$ cat src/rtl/cmd_packetizer_if.sv
// Bus bundle for cmd_packetizer: command input handshake, serialised word stream and FIFO level.
// The packetizer attaches through the master modport; the command source/word sink uses slave.
interface cmd_packetizer_if #(
    parameter int CMD_W   = 5,
    parameter int COORD_W = 14,
    parameter int WORD_W  = 4,
    parameter int DEPTH   = 4
);
    localparam int LVL_W = $clog2(DEPTH + 1);

    // valid/ready: a transfer happens on a rising clk edge where both are high; the source holds
    // payload and valid stable until that edge, and ready never depends combinationally on valid.
    logic               in_valid;
    logic               in_ready;
    logic [CMD_W-1:0]   in_cmd;
    logic [COORD_W-1:0] in_x;
    logic [COORD_W-1:0] in_y;
    logic               out_valid;
    logic               out_ready;
    logic [WORD_W-1:0]  out_word;
    logic               out_first;
    logic               out_last;
    logic [LVL_W-1:0]   fifo_level;

    modport master (
        input  in_valid, in_cmd, in_x, in_y, out_ready,
        output in_ready, out_valid, out_word, out_first, out_last, fifo_level
    );

    modport slave (
        output in_valid, in_cmd, in_x, in_y, out_ready,
        input  in_ready, out_valid, out_word, out_first, out_last, fifo_level
    );
endinterface

$ cat src/rtl/cmd_packetizer.sv
// Buffers (cmd, x, y) commands in a DEPTH-entry FIFO and streams each as LSW-first WORD_W-bit words.
// Optional feature macro: PKT_CHECKSUM_EN appends an XOR checksum word to every packet.
module cmd_packetizer #(
    parameter int CMD_W   = 5,
    parameter int COORD_W = 14,
    parameter int WORD_W  = 4,
    parameter int DEPTH   = 4
) (
    input  logic             clk,
    input  logic             reset,
    cmd_packetizer_if.master bus,
    output logic             state_o
);
    localparam int CW = (CMD_W + WORD_W - 1) / WORD_W;
    localparam int XW = (COORD_W + WORD_W - 1) / WORD_W;
    localparam int DW = CW + 2 * XW;
`ifdef PKT_CHECKSUM_EN
    localparam int NW = DW + 1;
`else
    localparam int NW = DW;
`endif
    localparam int IDX_W = $clog2(NW);
    localparam int PTR_W = $clog2(DEPTH);
    localparam int LVL_W = $clog2(DEPTH + 1);

    typedef logic [NW-1:0][WORD_W-1:0] pkt_t;
    typedef enum logic {IDLE = 1'b0, SEND = 1'b1} state_t;

    state_t               state_q;
    logic [IDX_W-1:0]     idx_q;
    logic [PTR_W-1:0]     wr_ptr_q;
    logic [PTR_W-1:0]     rd_ptr_q;
    logic [LVL_W-1:0]     level_q;
    logic                 ready_en_q;
    logic                 out_valid_q;
    logic                 out_first_q;
    logic                 out_last_q;
    logic [WORD_W-1:0]    out_word_q;
    pkt_t                 mem_q [DEPTH];

    logic [DW*WORD_W-1:0] data_flat;
    pkt_t                 pkt_in;
    pkt_t                 head;
    pkt_t                 next_head;
    logic [PTR_W-1:0]     rd_ptr_nxt;
    logic [IDX_W-1:0]     idx_nxt;
    logic                 full;
    logic                 push;
    logic                 pop;

    // Fields are zero-extended to whole words and stacked cmd | x | y from word 0 upward.
    always_comb begin
        data_flat = '0;
        data_flat[CMD_W-1:0] = bus.in_cmd;
        data_flat[CW*WORD_W +: COORD_W] = bus.in_x;
        data_flat[(CW+XW)*WORD_W +: COORD_W] = bus.in_y;
    end

`ifdef PKT_CHECKSUM_EN
    logic [WORD_W-1:0] csum;
    always_comb begin
        csum = '0;
        for (int k = 0; k < DW; k++) begin
            csum = csum ^ data_flat[k*WORD_W +: WORD_W];
        end
    end
    assign pkt_in = pkt_t'({csum, data_flat});
`else
    assign pkt_in = pkt_t'(data_flat);
`endif

    assign rd_ptr_nxt = rd_ptr_q + 1'b1;
    assign head       = mem_q[rd_ptr_q];
    assign next_head  = mem_q[rd_ptr_nxt];
    assign idx_nxt    = idx_q + 1'b1;
    assign full       = (level_q == LVL_W'(DEPTH));
    assign push       = bus.in_valid && bus.in_ready;
    assign pop        = out_valid_q && bus.out_ready && out_last_q;

    assign bus.in_ready   = ready_en_q && !full;
    assign bus.out_valid  = out_valid_q;
    assign bus.out_word   = out_word_q;
    assign bus.out_first  = out_first_q;
    assign bus.out_last   = out_last_q;
    assign bus.fifo_level = level_q;
    assign state_o        = (state_q == SEND);

    always_ff @(posedge clk) begin
        if (push) begin
            mem_q[wr_ptr_q] <= pkt_in;
        end
    end

    always_ff @(posedge clk or posedge reset) begin
        if (reset) begin
            state_q     <= IDLE;
            idx_q       <= '0;
            wr_ptr_q    <= '0;
            rd_ptr_q    <= '0;
            level_q     <= '0;
            ready_en_q  <= 1'b0;
            out_valid_q <= 1'b0;
            out_first_q <= 1'b0;
            out_last_q  <= 1'b0;
            out_word_q  <= '0;
        end else begin
            ready_en_q <= 1'b1;
            if (push) begin
                wr_ptr_q <= wr_ptr_q + 1'b1;
            end
            if (pop) begin
                rd_ptr_q <= rd_ptr_nxt;
            end
            if (push && !pop) begin
                level_q <= level_q + 1'b1;
            end else if (pop && !push) begin
                level_q <= level_q - 1'b1;
            end

            case (state_q)
                IDLE: begin
                    if (level_q != '0) begin
                        state_q     <= SEND;
                        idx_q       <= '0;
                        out_valid_q <= 1'b1;
                        out_word_q  <= head[0];
                        out_first_q <= 1'b1;
                        out_last_q  <= 1'b0;
                    end
                end
                SEND: begin
                    if (bus.out_ready) begin
                        if (out_last_q) begin
                            idx_q <= '0;
                            // Only entries already stored may follow without a bubble.
                            if (level_q > LVL_W'(1)) begin
                                out_word_q  <= next_head[0];
                                out_first_q <= 1'b1;
                                out_last_q  <= 1'b0;
                            end else begin
                                state_q     <= IDLE;
                                out_valid_q <= 1'b0;
                                out_word_q  <= '0;
                                out_first_q <= 1'b0;
                                out_last_q  <= 1'b0;
                            end
                        end else begin
                            idx_q       <= idx_nxt;
                            out_word_q  <= head[idx_nxt];
                            out_first_q <= 1'b0;
                            out_last_q  <= (idx_nxt == IDX_W'(NW - 1));
                        end
                    end
                end
                default: state_q <= IDLE;
            endcase
        end
    end
endmodule

$ cat src/flat_wrapper.sv
// flat-port wrapper written by rule: the top's interface ports become plain ports
module cmd_packetizer_flat 
#(
    parameter int CMD_W   = 5,
    parameter int COORD_W = 14,
    parameter int WORD_W  = 4,
    parameter int DEPTH   = 4
)
  (clk, reset, state_o, bus_in_valid, bus_in_cmd, bus_in_x, bus_in_y, bus_out_ready, bus_in_ready, bus_out_valid, bus_out_word, bus_out_first, bus_out_last, bus_fifo_level);
  cmd_packetizer_if #(.CMD_W(CMD_W), .COORD_W(COORD_W), .WORD_W(WORD_W), .DEPTH(DEPTH)) bus_i ();
  input  logic clk;
  input  logic reset;
  output logic state_o;
  input wire logic [$bits(bus_i.in_valid)-1:0] bus_in_valid;
  input wire logic [$bits(bus_i.in_cmd)-1:0] bus_in_cmd;
  input wire logic [$bits(bus_i.in_x)-1:0] bus_in_x;
  input wire logic [$bits(bus_i.in_y)-1:0] bus_in_y;
  input wire logic [$bits(bus_i.out_ready)-1:0] bus_out_ready;
  output wire logic [$bits(bus_i.in_ready)-1:0] bus_in_ready;
  output wire logic [$bits(bus_i.out_valid)-1:0] bus_out_valid;
  output wire logic [$bits(bus_i.out_word)-1:0] bus_out_word;
  output wire logic [$bits(bus_i.out_first)-1:0] bus_out_first;
  output wire logic [$bits(bus_i.out_last)-1:0] bus_out_last;
  output wire logic [$bits(bus_i.fifo_level)-1:0] bus_fifo_level;
  assign bus_i.in_valid = bus_in_valid;
  assign bus_i.in_cmd = bus_in_cmd;
  assign bus_i.in_x = bus_in_x;
  assign bus_i.in_y = bus_in_y;
  assign bus_i.out_ready = bus_out_ready;
  assign bus_in_ready = bus_i.in_ready;
  assign bus_out_valid = bus_i.out_valid;
  assign bus_out_word = bus_i.out_word;
  assign bus_out_first = bus_i.out_first;
  assign bus_out_last = bus_i.out_last;
  assign bus_fifo_level = bus_i.fifo_level;
  cmd_packetizer #(.CMD_W(CMD_W), .COORD_W(COORD_W), .WORD_W(WORD_W), .DEPTH(DEPTH)) u_core (.clk(clk), .reset(reset), .bus(bus_i), .state_o(state_o));
endmodule
$ cat config.mk
export PLATFORM = sky130hd
export DESIGN_NAME = cmd_packetizer_flat
export DESIGN_NICKNAME = d
export VERILOG_FILES = /design/src/rtl/cmd_packetizer_if.sv /design/src/rtl/cmd_packetizer.sv /design/src/flat_wrapper.sv
export SDC_FILE = /design/constraint.sdc
export NUM_CORES = 1
export LEC_CHECK = 0
export ABC_AREA = 1
export CAP_MARGIN = 20
export CORE_AREA = 3 3 109 111
export CTS_CLUSTER_SIZE = 10
export DETAILED_ROUTE_END_ITERATION = 16
export DIE_AREA = 0 0 112 114
export PLACE_DENSITY = 0.87
export SLEW_MARGIN = 20
export SYNTH_ARGS = -nofsm -noshare
export SYNTH_HDL_FRONTEND = slang
export SYNTH_SLANG_ARGS = --single-unit
$ cat constraint.sdc
create_clock -name clk -period 4.75 [get_ports clk]
set_clock_uncertainty 0.15 [all_clocks]
set_input_delay 0.7125 -clock clk [delete_from_list [all_inputs] [get_ports clk]]
set_output_delay 0.7125 -clock clk [all_outputs]
set_load 0.02 [all_outputs]
After elaboration in Yosys (flattened, before gate mapping)
Memory sizes are Yosys's and may differ from the RTL's. Cells that the tools add are included. W data, S select, Z words.

Register bits after elaboration: 20. Bits in latches: 0. Memory bits (writable): 132. ROM bits: 0. Bits of input ports: 37. Output and inout bits: 12. Word-level logic and storage cells: 70. Memories: 1.

Add/subtract/negate cells: 5. Multiply operators: 0. Divide/modulo/power cells: 0. $lt $le $gt $ge: 2. Equal/unequal tests: 6. Shifts and indexed selects: 0. Muxes and demuxes: 32. Bitwise logic cells: 1. Reductions and logical operators: 13.

Memory list: u_core.mem_q (words 4, width 33, rd ports 2, clocked after Yosys merged registers in 0, write ports 1, line cmd_packetizer.sv:39) `pkt_t mem_q [DEPTH];`.

Operators by type and width (count): $mux W4 (8); $bmux W4 S4 (1); $pmux W4 S2 (2); $mux W1 (15); $pmux W1 S2 (4); $logic_and A1 B1 Y1 (6); $mux W3 (2); $ne A2 B2 Y1 const B (3); $lt A4 B5 Y1 const B (1); $add A2 B1 Y2 const B (2); $add A4 B1 Y4 const B (1); $eq A4 B4 Y1 const B (1); $reduce_and A4 Y1 (1); $add A3 B1 Y3 const B (1); $eq A3 B3 Y1 const B (1); $gt A3 B1 Y1 const B (1); $logic_not A1 Y1 (3); $reduce_bool A3 Y1 (1); $sub A3 B1 Y3 const B (1); $ne A2 B1 Y1 const B (1); $reduce_and A2 Y1 (1); $reduce_bool A2 Y1 (1); $not A1 Y1 (1).

Longest topological paths before layout
Depth in word-level cells: 8. Mapped depth: 14. Depth with buffers taken out: 13.

Worst setup path before layout
OpenSTA, ideal clock, no wires.

Path kind: flip-flop to flip-flop. From: register u_core.level_q[0], in the netlist u_core.bus.fifo_level[0]. To: memory u_core.mem_q[0][0] (netlist bit) (enable). Setup time: 0.423 ns. Arrival time: 2.907 ns. Required time: 4.177 ns. Path slack: 1.270 ns. Cell stages (with the launch flop): 6. Path buffers: 0. Clock period less this slack: 3.480 ns. Cells stage by stage: dfrtp_1 -> inv_1 -> ha_1 -> a21oi_1 -> nand2_1 -> nor2_1.

Word-level cells in the longest chain between the ends: 6.

RTL lines: from (decl) (line cmd_packetizer.sv:33) `logic [LVL_W-1:0] level_q;`; from (signal assigned) (line cmd_packetizer.sv:115) `level_q <= level_q + 1'b1;`; from (signal assigned) (line cmd_packetizer.sv:117) `level_q <= level_q - 1'b1;`; $eq A3 B3 Y1 (line cmd_packetizer.sv:76) `assign full = (level_q == LVL_W'(DEPTH));`; $logic_not A1 Y1 (line cmd_packetizer.sv:80) `assign bus.in_ready = ready_en_q && !full;`; $logic_and A1 B1 Y1 (line cmd_packetizer.sv:80); named net bus_in_ready (line flat_wrapper.sv:19) `output wire logic [$bits(bus_i.in_ready)-1:0] bus_in_ready;`; $logic_and A1 B1 Y1 (line cmd_packetizer.sv:77) `assign push = bus.in_valid && bus.in_ready;`; $mux W1 (line cmd_packetizer.sv:89) `if (push) begin`; $mux W1 (not written as such) (line cmd_packetizer.sv:90) `mem_q[wr_ptr_q] <= pkt_in;`; to (decl) (line cmd_packetizer.sv:39).

The timed path passes the listed nets, and every way through them passes these cells.

Worst setup path in the final report
From: register u_core.level_q[0], in the netlist u_core.bus.fifo_level[0]. To: output port bus_in_ready.

Word-level cells in the longest chain between the ends: 3.

RTL lines (line): $eq A3 B3 Y1 (cmd_packetizer.sv:76); $logic_not A1 Y1 (cmd_packetizer.sv:80); $logic_and A1 B1 Y1 (cmd_packetizer.sv:80); to (decl) (flat_wrapper.sv:19).

No other way between the ends.

==> reports/qor.yml <==
gp_congestion: 0.933
hold_buffers: 0
cts-buffers-inserted: 17
track_usage: 0.230
maxSlewViolCount: 0
initial_core_util: 0.603
fp.coreArea_sq_mm: 0.0109
synth_most_common_cell: "edfxtp_1"
crit_path_cell_trace: "inv_1 -> ha_1 -> a21oi_1 -> clkdlybuf4s50_1"
synth_mux_area_frac: 0.00153
async_flop_share: 0.132
rr_startpoint: "u_core.idx_q[0]"
seq_area_frac_synth: 0.680
setup_tns_ps: 0
antenna_left: 0
final_area_sq_mm: 0.00758
startpoint: "u_core.bus.fifo_level[0]"
die_h_um: 114
fmax_ghz: 0.337
period_share: 0.625
vias_per_cell: 5.71
num_io_pins: 49
final-hold-violation-count: 0
avgRoutedWirePerCell_um: 17.7
ys_top_cells_by_area: "edfxtp_1, dfrtp_1, nand2_1, nor2_1, o21ai_0"
drcViolationCount: 0
htree_levels: 4
cp.required_ps: 3890
synthAdderAreaFrac: 0.0210
cts_root_buf: "clkbuf_8"
synth_edf_count: 132
syn_area_sq_mm: 0.00656
vias: 4461
wl_mm: 13.8
postCtsSetupBuffers: 0
synth_xor_area_frac: 0.00934
synthCells: 584
syn-mean-instance-area_sq_um: 11.2
nets: 678
min_period_ps: 2970
drt_iter0_drc: 533
post_cts_resized: 0
antenna_found_initial: 0
clkTransAtPathRegs_ps: 60
synthSimpleGateAreaFrac: 0.129
crit_arrival_ps: 2110
critPathKind: "reg2out"
cap_violations: 0
port_buffers: 48
clock_latency_ps: 530
die_area_sq_mm: 0.0128
place_area_sq_mm: 0.00708
synthDistinctLibCells: 26
synth_top_family_by_area: "simple AND/OR/NAND/NOR gates"
drive_gt1_frac: 0.0655
synthTopCellsByCount: "edfxtp_1, nand2_1, nor2_1"
syn2layout_area_growth_pct: 15.5
status: "finished clean"
grt-ovfl-total: 0
max_slew_margin: 0.399
crit_slowest_cell: "clkdlybuf4s50_1"
rsz0062_at_grt: "false"
fill_cells: 770
yosys_warnings: 0
die_w_um: 112
leakage_nw: 2.87
grt_max_degree: 64
crit_path_max_fanout: 5
hold_path.class: "reg2reg"
ir_drop_uv: 360
synth_nets: 632
tightest_slew_ps: 895
yosysTopAreaCellShare: 0.604
grt_pass1_vias: 4295
fp-row-count: 38
dr.pass1.iters: 7
ys_ff_latch: 152
n_antenna_cell: 0
yosysTopAreaCell: "edfxtp_1"
grt_pass1_wl_mm: 22.4
p_per_area_mw_per_mm2: 586
synth-compound-area-share: 0.0995
end_kind: "output pin"
cts_sinks: 152
cts_tree: "yes"
setup_viol: 0
min_from: "u_core.bus.out_valid"
synth_top_flop_cell: "edfxtp_1"
clk_path_buf_depth: 2
cp-start-kind: "flip-flop"
crit_path_max_incr_delay_ps: 630
place_hpwl_mm: 8.47
cell families after synthesis:
logic type,after synthesis
compound gates,119
simple gates,215
mux,1
fa+ha+maj,11
buf+inv,78
xor+xnor,7
other cells,1
flops,152
critical path, delay by kind of cell (launching register included):
kind                       cells  cell delay [ps]
buffers and inverters          2              730
DFF                            1              440
adders and majority gates      1              220
AOI/OAI and AO/OA              1              180
flip-flops by register name (all words and copies together), names as in the netlist:
name and flops:
u_core.idx_q 4, u_core.bus.out_last 1, u_core.mem_q 132, u_core.bus.out_first 1, u_core.rd_ptr_q 2, u_core.bus.fifo_level 3
u_core.bus.out_word 4, u_core.wr_ptr_q 2, u_core.state_o 1, u_core.ready_en_q 1, u_core.bus.out_valid 1
final timing paths:
| check | slack (ps) | endpoint | cells after the start |
|---|---|---|---|
| worst min register to register | 380 | u_core.bus.out_valid | 2 |
| worst min-delay path | 380 | u_core.bus.out_valid | 2 |
| worst max register to register | 1940 | u_core.bus.out_word[1] | 11 |
| max in group asynchronous | 3440 | u_core.rd_ptr_q[0] | 2 |
| worst max-delay path | 1780 | bus_in_ready | 4 |
| min in group asynchronous | 470 | u_core.state_o | 2 |
metal layers:
metal	global-route usage	vias to the layer above	wire (um)
met3	0.0589	28	1070
met2	0.378	204	6710
met4	0.0761	0	273
met1	0.305	2123	5740
met5	0	-	0
li1	-	2106	-
area by class of cell:
type                            instances  area, sq um  share of cell area
Clock buffer                           17          414              0.0546
Tap cell                              140          175              0.0231
Clock inverter                         13         82.6              0.0109
Inverter                               51          194              0.0256
Sequential cell                       152         4470               0.589
Timing Repair Buffer                   54          526              0.0693
Multi-Input combinational cell        354         1720               0.227
cell usage in the layout, fill, tap and decap left out, types with 10 or more instances in the layout:
| cell | synthesis | routed |
|---|---|---|
| o22ai_1 | 18 | 18 |
| o21ai_0 | 61 | 61 |
| ha_1 | 11 | 11 |
| inv_1 | 49 | 49 |
| nand2_1 | 102 | 102 |
| nor2_1 | 83 | 79 |
| clkbuf_16 | 0 | 16 |
| dfrtp_1 | 20 | 19 |
| clkdlybuf4s50_1 | 0 | 48 |
| a21oi_1 | 16 | 16 |
| o211ai_1 | 11 | 11 |
| edfxtp_1 | 132 | 132 |
| nand3_1 | 29 | 29 |
| o21ai_1 | 10 | 10 |
metrics by stage:
stage | total power, mW | hold WS (ps) | setup slack (ps) | std cells | utilization
after floorplan | 2.92 | 345 | 1270 | 584 | -
after global placement | 3.24 | 362 | 2240 | 751 | 0.650
after detailed placement | 3.31 | 369 | 2020 | 751 | 0.650
after CTS | 4.45 | 382 | 1760 | 781 | 0.696
after global routing | 4.72 | 414 | 1690 | 781 | 0.696
final | 4.44 | 381 | 1780 | 781 | 0.696
report_power, final:
group | total (mW) | switching (mW) | leakage [nW] | internal, mW
Combinational | 1.52 | 1.00 | 1.20 | 0.513
Sequential | 1.80 | 0.142 | 1.43 | 1.65
Clock | 1.13 | 0.500 | 0.245 | 0.630
(Power assumes the default switching activity.)
